$ cat src/rtl/serial_adder_w.sv
// Bit-serial adder/subtractor, LSB first, one-cycle result latency.
// Define SERIAL_ADDER_SIGNED_OVF_EN for signed overflow; default is unsigned carry/borrow.
module serial_adder_w #(
  parameter int WIDTH = 4
) (
  input  logic clock,
  input  logic reset_n,
  input  logic en,
  input  logic clr,
  input  logic sub,
  input  logic line1,
  input  logic line2,
  output logic outp,
  output logic overflw,
  output logic word_done
);

  localparam int CW = $clog2(WIDTH);

  // Input handshake: en is a pure valid with no ready; the block accepts
  // line1/line2/sub on every rising edge where en=1 (and clr=0).

  logic [CW-1:0] cnt;
  logic          carry;
  logic          mode_q;

  logic is_first;
  logic is_msb;
  logic eff_mode;
  logic cin;
  logic b_eff;
  logic sum_bit;
  logic cout;
  logic ovf_calc;

  always_comb begin
    is_first = (cnt == '0);
    is_msb   = (cnt == CW'(WIDTH - 1));
    eff_mode = is_first ? sub : mode_q;
    cin      = is_first ? sub : carry;
    b_eff    = line2 ^ eff_mode;
    sum_bit  = line1 ^ b_eff ^ cin;
    cout     = (line1 & b_eff) | (line1 & cin) | (b_eff & cin);
`ifdef SERIAL_ADDER_SIGNED_OVF_EN
    ovf_calc = cin ^ cout;
`else
    // Subtract is A + ~B + 1, so a missing carry-out means a borrow.
    ovf_calc = cout ^ eff_mode;
`endif
  end

  always_ff @(posedge clock or negedge reset_n) begin
    if (!reset_n) begin
      cnt       <= '0;
      carry     <= 1'b0;
      mode_q    <= 1'b0;
      outp      <= 1'b0;
      overflw   <= 1'b0;
      word_done <= 1'b0;
    end else if (clr) begin
      cnt       <= '0;
      carry     <= 1'b0;
      outp      <= 1'b0;
      overflw   <= 1'b0;
      word_done <= 1'b0;
    end else if (en) begin
      outp <= sum_bit;
      if (is_first) mode_q <= sub;
      if (is_msb) begin
        cnt       <= '0;
        carry     <= 1'b0;
        word_done <= 1'b1;
        overflw   <= ovf_calc;
      end else begin
        cnt       <= cnt + CW'(1);
        carry     <= cout;
        word_done <= 1'b0;
        overflw   <= 1'b0;
      end
    end else begin
      overflw   <= 1'b0;
      word_done <= 1'b0;
    end
  end

endmodule

$ cat config.mk
export PLATFORM = sky130hd
export DESIGN_NAME = serial_adder_w
export DESIGN_NICKNAME = d
export VERILOG_FILES = /design/src/rtl/serial_adder_w.sv
export SDC_FILE = /design/constraint.sdc
export NUM_CORES = 1
export LEC_CHECK = 0
export CAP_MARGIN = 5
export CORE_AREA = 3 3 40 42
export CTS_BUF_LIST = sky130_fd_sc_hd__clkbuf_2 sky130_fd_sc_hd__clkbuf_4 sky130_fd_sc_hd__clkbuf_8
export CTS_CLUSTER_SIZE = 12
export DETAILED_ROUTE_END_ITERATION = 8
export DIE_AREA = 0 0 43 45
export HOLD_SLACK_MARGIN = 0.12
export PLACE_DENSITY_LB_ADDON = 0.12
export SLEW_MARGIN = 20
export SYNTH_ARGS = -nofsm -noshare
export SYNTH_HDL_FRONTEND = slang
export SYNTH_SLANG_ARGS = --single-unit
$ cat constraint.sdc
create_clock -name clock -period 1.9 [get_ports clock]
set_input_delay 0.38 -clock clock [delete_from_list [all_inputs] [get_ports clock]]
set_output_delay 0.38 -clock clock [all_outputs]
set_load 0.03 [all_outputs]
==> results.md <==
- Later-pin clock latency in the skew report: 0.25 ns
- Final Hold Fails: 0
- Vias after detailed routing: 333
- Pwr/cell area: 734 nW/um2
- Worst r2r src: cnt[1]$_DFFE_PN0P_
- GP Congestion: 0.670
- Commonest cells in the netlist: dfrtp_1, mux2i_1, a21oi_1, inv_1, nand2b_1
- First-pass GRT wire length: 1.47 mm
- Post-synth top area cell: dfrtp_1
- Crit path DAT: 2.13 ns
- Top delay family on crit path: adder cells
- Initial Util: 31.0%
- Grt ovf: 0
- Maximum clock rate: 514 MHz
- 1st-iter DRT viols: 1
- Dpl cells: 63
- Cells after synthesis: 34
- Cell row count: 13
- Clock Root Buffer: clkbuf_4
- R2R depth: 7
- CP bufs+invs: 1
- Syn Area/Cell: 11.7 um2
- Post-synth top area share: 44.0%
- Final Non-Filler Cells: 70
- Number of diodes: 0
- Port Buffers: 9
- CTS H-Tree Depth: 1
- Synthesis-to-layout area growth: 60.7%
- Final setup vio count: 3
- Initial antenna violation count: 0
- Critical setup path kind: flip-flop to flip-flop
- Failing checks: setup timing
- Hold crit path type: input pin to asynchronous set/reset pin
- Seq/Total Area, Yosys: 44.0%
- CTS Hold Bufs: 0
- Top cells by area, synth: dfrtp_1, mux2i_1, ha_1, fa_1, nand2b_1
- CTS tree: yes
- Die X-Extent: 43 um
- Setup TNS: -0.0753 ns
- Clk buf depth: 2
- Worst clock skew: 0.00375 ns
- Via density: 4.76
- Total CTS buffers: 3
- Worst Path Required: 2.08 ns
- Slew margin rel.: 76.6%
- RSZ-0062 raised after global routing: true
- VDD IR max: 395 uV
- Synth warnings: 0
- MaxCap Viol Count: 0
- Overall Global Routing Usage: 10.6%
- Period utilisation layout: 102%
- Crit-path max FO: 2
- ANT nets after route: 0
- Critical Path Slowest Stage Cell: fa_2
- DRC Markers: 0
- Area of the mapped netlist: 398 um2
- Pre-CTS WS: -0.223 ns
- Stages on worst setup path: 7
- Asr flop ratio synth: 100%
- Synth Net Count: 44
- FF+latch count, synth: 7
- Unique masters post-synth: 17
- Crit-path cells: inv_2 > ha_4 > mux2i_4 > xor2_2 > fa_2 > or2b_1 > a21oi_2
- Static leakage: 0.290 nW
- Startpoint types: flip-flop
- Most common cell in the netlist: dfrtp_1
- Biggest cell delay along the critical path: 0.46 ns
- Crit path to: outp$_DFFE_PN0P_
- Slew @ Worst Pin: 0.350 ns
- Ports: 10
- Clock transition at path regs: 0.05 ns
- Number of synthesized flops with an enable pin: 0
- CP startpoint: cnt[1]$_DFFE_PN0P_
- Period minus WS final: 1.95 ns
- DP Wirelength: 598 um
- CTS sink cnt: 7
- Worst setup margin: -0.0470 ns
- TritonRoute pass-1 iters: 2
- Die height: 45 um
- Total wire length: 882 um
- Die area: 1940 um2
- Pin count of the biggest net entering global routing: 12
- Core area: 1280 um2
- CP endpoint kind: flip-flop
- Outcome: finished, violations left
- Final net count: 66
- Vias in the first global route: 339
- Wirelength per Cell: 12.6 um
- Main flop type after synthesis: dfrtp_1
- Layout cells sized above 1: 40.0%
- RR Endpoint: outp$_DFFE_PN0P_
- R2r setup slk: -0.05 ns
- Max Slew Vio Count: 0
how the worst min path moves through the flow:
| stage | to | start | slack [ns] | depth (start not counted) |
|---|---|---|---|---|
| final | word_done$_DFF_PN0_ | reset_n | 0.40 | 1 |
| after global routing | word_done$_DFF_PN0_ | reset_n | 0.40 | 1 |
| after global placement | mode_q$_DFFE_PN0P_ | mode_q$_DFFE_PN0P_ | 0.51 | 1 |
| after detailed placement | mode_q$_DFFE_PN0P_ | mode_q$_DFFE_PN0P_ | 0.52 | 1 |
| after floorplan | carry$_DFFE_PN0P_ | reset_n | 0.08 | 0 |
| after CTS | word_done$_DFF_PN0_ | reset_n | 0.40 | 1 |
power breakdown:
group          total [mW]  internal, mW  switching [mW]
combinational       0.147        0.0869          0.0602
sequential          0.172         0.163         0.00934
clock               0.150        0.0945          0.0558
total               0.469         0.344           0.125
worst register-to-register path: cells and delay by family (launching register included):
kind                     cells  cell delay, ns
buffers and inverters        1            0.07
AND/OR/NAND/NOR              1            0.24
adder cells (fa/ha/maj)      2            0.61
AO/OA/AOI/OAI                1            0.12
XOR/XNOR                     1            0.20
multiplexers                 1            0.26
flip-flops                   1            0.38
repair_timing:
| item | 4_1_cts | 5_1_grt |
|---|---|---|
| pin swaps | 2 | 0 |
| setup endpoints to repair | 2 | 3 |
| gates resized for setup | 0 | 4 |
| buffers inserted | 2 | 1 |
layout by cell type (no fill, tap or decap):
cell type / Yosys / routed
clkdlybuf4s50_1: 0 / 9
nand4bb_1: 1 / 1
buf_4: 1 / 9
dfrtp_1: 7 / 7
ha_1: 2 / 1
or3b_1: 2 / 2
ha_4: 0 / 1
mux2i_4: 0 / 1
and3b_1: 1 / 1
inv_1: 3 / 1
mux2i_1: 4 / 3
nand3b_1: 1 / 1
mux2_2: 1 / 1
clkbuf_4: 0 / 4
inv_2: 0 / 2
nand2b_1: 3 / 3
a21oi_1: 3 / 1
nor2_1: 1 / 1
a21oi_2: 0 / 2
fa_2: 0 / 1
xor2_2: 0 / 1
nand4b_1: 1 / 1
or2b_1: 1 / 1
sequential cells by signal, indices dropped and copies added (netlist names):
name / count
carry: 1
cnt: 2
mode_q: 1
outp: 1
overflw: 1
word_done: 1
per-layer routing:
layer	vias up	part of all wire (%)	global-route usage (%)
met3	2	8.0	5.18
met1	158	37	11.6
met4	0	1.0	5.42
met2	14	54	17.1
met5	-	0	0
li1	159	-	-
through the flow:
step | hold WS, ns | area [um2] | util, % | power, mW
floorplan | 0.0844 | 417 | - | 0.239
finish | 0.396 | 639 | 49.8 | 0.469
CTS | 0.398 | 608 | 47.3 | 0.459
global route | 0.402 | 639 | 49.8 | 0.503
detailed placement | 0.525 | 563 | 43.8 | 0.291
global placement | 0.511 | 563 | 43.8 | 0.285
layout make-up:
class	count	area, um2
fill	125	646
multi-input combinational	23	246
sequential	7	175
timing repair buffer	18	158
clock buffer	4	30.0
tap	15	18.8
inverter	3	11.3
logic make-up after synthesis:
group,share of synthesized area [%]
and+or+nand+nor,21.1
xor gates and xnor gates,2.20
adders and majority gates,11.3
buffers and inverters,4.72
DFF,44.0
AOI/OAI and AO/OA,3.77
muxes,12.9
(Power assumes the default switching activity.)
